===== config.mk =====
export PLATFORM = sky130hd
export DESIGN_NAME = mips_load_store_unit
export DESIGN_NICKNAME = d
export VERILOG_FILES = /design/src/rtl/mips_load_store_unit.sv
export SDC_FILE = /design/constraint.sdc
export NUM_CORES = 1
export LEC_CHECK = 0
export BUFFER_PORTS_ARGS = -buffer_cell sky130_fd_sc_hd__buf_2
export CORE_UTILIZATION = 51
export CTS_BUF_LIST = sky130_fd_sc_hd__clkbuf_8
export DETAILED_ROUTE_END_ITERATION = 8
export HOLD_SLACK_MARGIN = 0.05
export PLACE_DENSITY = 0.86
export SLEW_MARGIN = 20
export SYNTH_ARGS = -nofsm -noshare
export SYNTH_HDL_FRONTEND = slang
export SYNTH_SLANG_ARGS = --single-unit

===== constraint.sdc =====
create_clock -name clk -period 2.6 [get_ports clk]
set_input_delay 0.39 -clock clk [delete_from_list [all_inputs] [get_ports clk]]
set_output_delay 0.39 -clock clk [all_outputs]
set_load 0.02 [all_outputs]

===== src/rtl/mips_load_store_unit.sv =====
// Load/store unit between the MIPS datapath and a big-endian, byte-addressed data memory.
// Handles lane steering, load extension and alignment checks; memory reads return one cycle after the strobe.
module mips_load_store_unit #(
    parameter bit CHECK_ALIGN = 1'b1
) (
    input  logic        clk,
    input  logic        rst_n,
    input  logic        cpu_valid,
    output logic        cpu_ready,
    input  logic        cpu_store,
    input  logic [2:0]  cpu_op,
    input  logic [31:0] cpu_addr,
    input  logic [31:0] cpu_wdata,
    output logic        resp_valid,
    output logic [31:0] resp_rdata,
    output logic        resp_err,
    output logic [31:0] mem_address,
    output logic        mem_read_en,
    output logic        mem_wr_en,
    output logic [3:0]  mem_byte_en,
    output logic [31:0] mem_data_in,
    input  logic [31:0] mem_data_out,
    output logic [1:0]  dbg_state
);

    // Handshake: a request is accepted on a rising edge where cpu_valid && cpu_ready;
    // resp_valid is a single-cycle pulse with no backpressure.
    typedef enum logic [1:0] {IDLE, ISSUE, CAPTURE, RESP} state_t;

    state_t      state;
    logic        req_store;
    logic [2:0]  req_op;
    logic [1:0]  req_off;

    logic        illegal_op;
    logic        misaligned;
    logic [1:0]  off_aligned;
    logic [3:0]  store_be;
    logic [31:0] store_data;
    logic [7:0]  lane_byte;
    logic [15:0] lane_half;
    logic [31:0] load_data;

    assign dbg_state = state;

    // Decode of the request currently on the cpu_* inputs, used only at accept.
    always_comb begin
        illegal_op  = 1'b0;
        misaligned  = 1'b0;
        off_aligned = cpu_addr[1:0];
        case (cpu_op)
            3'b000, 3'b001, 3'b011: illegal_op = 1'b0;
            3'b100, 3'b101:         illegal_op = cpu_store;
            default:                illegal_op = 1'b1;
        endcase
        if (cpu_op[1:0] == 2'b01) begin
            misaligned     = CHECK_ALIGN && cpu_addr[0];
            off_aligned[0] = 1'b0;
        end else if (cpu_op[1:0] == 2'b11) begin
            misaligned  = CHECK_ALIGN && (cpu_addr[1:0] != 2'b00);
            off_aligned = 2'b00;
        end
    end

    // Byte offset k lands in lane 3-k (big-endian).
    always_comb begin
        store_be   = 4'b1111;
        store_data = cpu_wdata;
        case (cpu_op[1:0])
            2'b00: begin
                store_data = {4{cpu_wdata[7:0]}};
                store_be   = 4'b1000 >> off_aligned;
            end
            2'b01: begin
                store_data = {2{cpu_wdata[15:0]}};
                store_be   = off_aligned[1] ? 4'b0011 : 4'b1100;
            end
            default: begin
                store_data = cpu_wdata;
                store_be   = 4'b1111;
            end
        endcase
    end

    always_comb begin
        lane_byte = mem_data_out[31:24];
        case (req_off)
            2'd0: lane_byte = mem_data_out[31:24];
            2'd1: lane_byte = mem_data_out[23:16];
            2'd2: lane_byte = mem_data_out[15:8];
            2'd3: lane_byte = mem_data_out[7:0];
            default: lane_byte = mem_data_out[31:24];
        endcase
        lane_half = req_off[1] ? mem_data_out[15:0] : mem_data_out[31:16];
        case (req_op)
            3'b000:  load_data = {{24{lane_byte[7]}}, lane_byte};
            3'b100:  load_data = {24'h0, lane_byte};
            3'b001:  load_data = {{16{lane_half[15]}}, lane_half};
            3'b101:  load_data = {16'h0, lane_half};
            default: load_data = mem_data_out;
        endcase
    end

    always_ff @(posedge clk or negedge rst_n) begin
        if (!rst_n) begin
            state       <= IDLE;
            cpu_ready   <= 1'b1;
            resp_valid  <= 1'b0;
            resp_err    <= 1'b0;
            resp_rdata  <= 32'h0;
            mem_address <= 32'h0;
            mem_read_en <= 1'b0;
            mem_wr_en   <= 1'b0;
            mem_byte_en <= 4'h0;
            mem_data_in <= 32'h0;
            req_store   <= 1'b0;
            req_op      <= 3'b000;
            req_off     <= 2'b00;
        end else begin
            case (state)
                IDLE: begin
                    if (cpu_valid && cpu_ready) begin
                        cpu_ready <= 1'b0;
                        req_store <= cpu_store;
                        req_op    <= cpu_op;
                        req_off   <= off_aligned;
                        if (illegal_op || misaligned) begin
                            state      <= RESP;
                            resp_valid <= 1'b1;
                            resp_err   <= 1'b1;
                            resp_rdata <= 32'h0;
                        end else begin
                            state       <= ISSUE;
                            mem_address <= {cpu_addr[31:2], 2'b00};
                            if (cpu_store) begin
                                mem_wr_en   <= 1'b1;
                                mem_byte_en <= store_be;
                                mem_data_in <= store_data;
                            end else begin
                                mem_read_en <= 1'b1;
                                mem_byte_en <= 4'b1111;
                            end
                        end
                    end
                end
                ISSUE: begin
                    mem_read_en <= 1'b0;
                    mem_wr_en   <= 1'b0;
                    mem_byte_en <= 4'h0;
                    if (req_store) begin
                        state      <= RESP;
                        resp_valid <= 1'b1;
                        resp_err   <= 1'b0;
                        resp_rdata <= 32'h0;
                    end else begin
                        state <= CAPTURE;
                    end
                end
                CAPTURE: begin
                    state      <= RESP;
                    resp_valid <= 1'b1;
                    resp_err   <= 1'b0;
                    resp_rdata <= load_data;
                end
                RESP: begin
                    state      <= IDLE;
                    resp_valid <= 1'b0;
                    resp_err   <= 1'b0;
                    cpu_ready  <= 1'b1;
                end
                default: state <= IDLE;
            endcase
        end
    end

endmodule


# ---- After elaboration in Yosys (flattened, before gate mapping)
# Cells that the tools add are included.
dict set report classes {
  n_eq_ne 21
  n_shift 1
  n_mux 40
  bitwise 1
  reduce_logical 23
}
# operator count
set ops {}
lappend ops {{$pmux W32 S4} 1}
lappend ops {{$mux W32} 3}
lappend ops {{$pmux W32 S3} 1}
lappend ops {{$pmux W32 S2} 1}
lappend ops {{$pmux W8 S4} 1}
lappend ops {{$mux W1} 16}
lappend ops {{$mux W16} 1}
lappend ops {{$mux W4} 4}
lappend ops {{$pmux W4 S2} 2}
lappend ops {{$reduce_and A4 Y1} 4}
lappend ops {{$eq A3 B3 Y1 const B} 4}
lappend ops {{$ne A2 B2 Y1 const B} 6}
lappend ops {{$eq A2 B2 Y1 const B} 5}
lappend ops {{$reduce_and A3 Y1} 3}
lappend ops {{$pmux W1 S2} 4}
lappend ops {{$pmux W2 S4} 1}
lappend ops {{$eq A2 B1 Y1 const B} 3}
lappend ops {{$eq A3 B1 Y1 const B} 2}
lappend ops {{$logic_not A2 Y1} 3}
lappend ops {{$logic_not A3 Y1} 2}
lappend ops {{$mux W2} 3}
lappend ops {{$reduce_bool A2 Y1} 3}
lappend ops {{$pmux W1 S4} 1}
lappend ops {{$reduce_and A2 Y1} 2}
lappend ops {{other kinds (9)} 10}
dict set report totals {
  regBits 111
  output_inout_bits 107
}

# ---- Longest topological paths before layout
dict set report depth {
  depth_word 9
  depth_mapped 9
  ltp_nobuf 6
}

# ---- Worst setup path after synthesis
# No wires, ideal clock.
dict set report synth_path {
  kind {register -> register}
  from {reg state[0] (netlist: dbg_state[0])}
  to {reg resp_rdata[10]}
  setup_time_ps 125
  arrival_time_ps 2035
  slack_ps 440
  path_stages_with_launch 9
  path_buffers 2
  synth_period_minus_slack_ps 2160
  cell_sequence {dfrtp_1 > inv_1 > ha_1 > a21bo_2 > a211oi_4 > or2_1 > buf_6 > buf_12 > mux2_4}
}
dict set report synth_between {
  elab_chain_len 3
  elab_cells_between_ends 9
  cone_classes {eq/ne (5); mux (1); reduce/logical (3)}
}
# item line_no
set synth_lines {}
lappend synth_lines {{from (decl)} 30} ;# state_t state;
lappend synth_lines {{from (signal assigned)} 106} ;# state <= IDLE;
lappend synth_lines {{from (signal assigned)} 128} ;# state <= RESP;
lappend synth_lines {{from (signal assigned)} 133} ;# state <= ISSUE;
lappend synth_lines {{$eq A2 B1 Y1, or another cell as far along} 120} ;# case (state)
lappend synth_lines {{$ne A2 B2 Y1 (no line) or $reduce_bool A3 Y1 (tied branches)} --}
lappend synth_lines {{$reduce_and A4 Y1 (no line)} --}
lappend synth_lines {{to (signal assigned)} 163} ;# resp_rdata <= load_data;
lappend synth_lines {{to (decl)} 15} ;# output logic [31:0] resp_rdata,
# Several ways; a longest one is shown, not always the timed one.
# A chain may end at the register's enable or synchronous reset.

# ---- Worst setup path in the final report
dict set report layout_path {
  from {reg state[0] (netlist: dbg_state[0])}
  to {reg resp_rdata[25]}
}
# Same word-level chain as after synthesis.

==> impl_metrics.ini <==
[clocking]
cts_setup_buffers = 0
root_buffer = clkbuf_8
cts_resized = 0
cts.sinks = 111
clockBufferDepth = 2
clkTransAtPathRegs_ns = 0.11
cts.htree.levels = 3
numCtsBuffers = 9
insertion_delay_ns = 0.36
cts_tree = built

[worst_setup_path]
worstSetupPathType = reg2reg
worstPathArrival_ns = 2.48
cp-end-kind = register
critPathLaunchType = register
required_ns = 2.85
critPathMaxFanout = 19

[grt]
grt.total_usage = 0.269
grt_pass1_vias = 4840
grt_max_degree = 59
grt-ovfl-total = 0
antenna_found_initial = 2
grt_pass1_wl_um = 23400

[placed_design]
placed_cells = 880
place_hpwl_um = 11200
place_area_um2 = 6560
finalWeightedCongestion = 0.945
portBuffers = 207

[synthesis]
synth_cells = 561
async_flop_share = 1.00
syn-cell-area_um2 = 5450
synth_edf_count = 0
yosysWarningCount = 0
synth-seq-cells = 111
synth_top_cell_by_area = dfrtp_1
yosys.area_share.simple = 0.132
yosysSeqAreaShare = 0.510
synth_top_area_share = 0.505
synth_adder_area_share = 0.00918
synth_commonest_cells = nand2_1, dfrtp_1, o21ai_0
synth_most_common_cell = nand2_1
synth_top_family_by_area = compound AO/OA/AOI/OAI gates
yosys_most_used_dff = dfrtp_1
avgSynthCellArea_um2 = 9.72
yosys-top-cells-area = dfrtp_1, nand2_1, o21ai_0, mux2i_1, a21oi_1
synth-compound-area-share = 0.191
synth-xor-area-share = 0
synth_cell_types = 52
synthMuxAreaShare = 0.105

[finish]
design_area_um2 = 6760
drive_above_1_share = 0.355
syn_to_final_growth_pct = 24.0
fin_cells = 898
fin_util = 0.655
nets = 863
fill_cells = 830
regArea_um2 = 2780
multiInputGateArea_um2 = 2390

[detailed_routing]
ant_nets = 0
routed_wl_um = 14600
routed_via_density = 5.47
wire_per_inst_um = 16.3
drt-met1-wl_um = 5710
vias = 4908
wl_met3_um = 1390
drc = 0
highest_layer = met4
wl_met2_um = 7050
drt_iter0_drc = 225
firstDrtPassIters = 5

[sta]
drv_slew = 0
final-hold-violation-count = 0
rsz0062_at_grt = no
worstMarginPinSlew_ns = 0.650
max_freq_mhz = 448
fin_crit_ns = 2.23
finClkSkew_ns = 0.0106
fin_setup_tns_ns = 0
setup_viol = 0
slew_headroom = 0.567
period_share = 0.859

[die]
ios = 210
dieArea_um2 = 11100
die_h_um = 105
row_count = 37
start_util = 0.528
die_w_um = 105
coreArea_um2 = 10300

[run_status]
outcome = finished clean

[pwr]
p_int_mw = 4.13
p_sw_mw = 3.29
p_sw_frac = 0.443
p_per_area_nw_per_um2 = 1100
power.share.sequential = 0.372
leakage_nw = 3.65
ir_worst_vdd_mv = 0.558
clock_power_share = 0.137
combPwrFrac = 0.492

[job]
drv_cap = 0

[min_path]
hp-class = in2reg
## final timing paths
check	cells after the start	from	slack, ns	end
max	8	dbg_state[0]	0.37	resp_rdata[25]
min	3	cpu_addr[17]	0.20	mem_address[17]
max reg2reg	8	dbg_state[0]	0.37	resp_rdata[25]
min reg2reg	2	mem_address[24]	0.48	mem_address[24]
max in group asynchronous	3	rst_n	1.34	cpu_ready
min in group asynchronous	2	rst_n	0.55	mem_address[24]
## area by class of cell
class / instances / area share
antenna: 1 / 0.000370
clock buffer: 10 / 0.0204
clock inverter: 6 / 0.00814
inverter: 8 / 0.00444
multi-input combinational: 400 / 0.354
sequential: 111 / 0.411
tap: 136 / 0.0252
timing repair buffer: 226 / 0.177
## state kept, by name, indices dropped and copies added, names as in the netlist
signal / count
mem_data_in: 32
resp_rdata: 32
mem_address: 30
mem_byte_en: 4
req_op: 3
dbg_state: 2
req_off: 2
cpu_ready: 1
mem_read_en: 1
mem_wr_en: 1
req_store: 1
resp_err: 1
resp_valid: 1
## logic make-up after synthesis
| family | after synthesis |
|---|---|
| buffers and inverters | 51 |
| and+or+nand+nor | 177 |
| adders and majority gates | 4 |
| AOI/OAI and AO/OA | 166 |
| other | 1 |
| muxes | 51 |
| DFF | 111 |
## metal layers
metal	GRT usage	vias to the layer above
li1	-	2334
met1	0.331	2259
met2	0.435	273
met3	0.0705	42
met4	0.139	0
met5	0	-
## cell usage in the layout (no fill, tap or decap), types with 2 or more instances in the layout
master / Yosys / layout
nor2_1: 14 / 14
ha_1: 4 / 4
o31ai_1: 19 / 19
nand2b_1: 4 / 4
and3_1: 2 / 2
a21oi_1: 39 / 39
a211oi_1: 2 / 2
nor2b_1: 4 / 4
o311a_1: 6 / 6
mux2_4: 6 / 6
inv_1: 8 / 11
nor3_1: 4 / 4
conb_1: 1 / 2
a22oi_1: 2 / 2
mux2i_1: 28 / 28
buf_4: 3 / 18
o21ai_0: 74 / 74
dfrtp_1: 110 / 110
mux2_2: 16 / 16
a21o_1: 2 / 2
clkbuf_8: 0 / 10
buf_2: 11 / 206
nand2_1: 142 / 142
a221oi_1: 6 / 6
## timing repair
| item | in CTS | in global routing |
|---|---|---|
| endpoints found under the setup margin | 0 | 0 |
| hold buffers | 1 | 0 |
| endpoints found under the hold margin | 36 | 0 |
## stage by stage
stage               power [mW]  setup WS (ns)  hold WS, ns
floorplan                 5.32          0.440       0.0944
global placement          6.28          0.523        0.376
detailed placement        6.43          0.391        0.389
finish                    7.42          0.367        0.204
global route              7.93          0.196        0.195
CTS                       7.46          0.364        0.186
## power by group through the flow
stage               Sequential, mW  Clock [mW]  Combinational, mW
global route                  2.83        1.12               3.97
CTS                           2.75        1.05               3.66
detailed placement            2.78           0               3.66
global placement              2.74           0               3.54
floorplan                     3.40           0               1.92
finish                        2.76        1.01               3.65
## worst max-delay path, stage by stage (launching register included)
cell	delay (ns)
dfrtp_1	0.42
inv_1	0.13
ha_1	0.28
and3_1	0.29
o21bai_2	0.10
or2_1	0.20
buf_4	0.20
buf_4	0.21
o31ai_1	0.28
No activity file was read; power rests on OpenSTA's default activity.
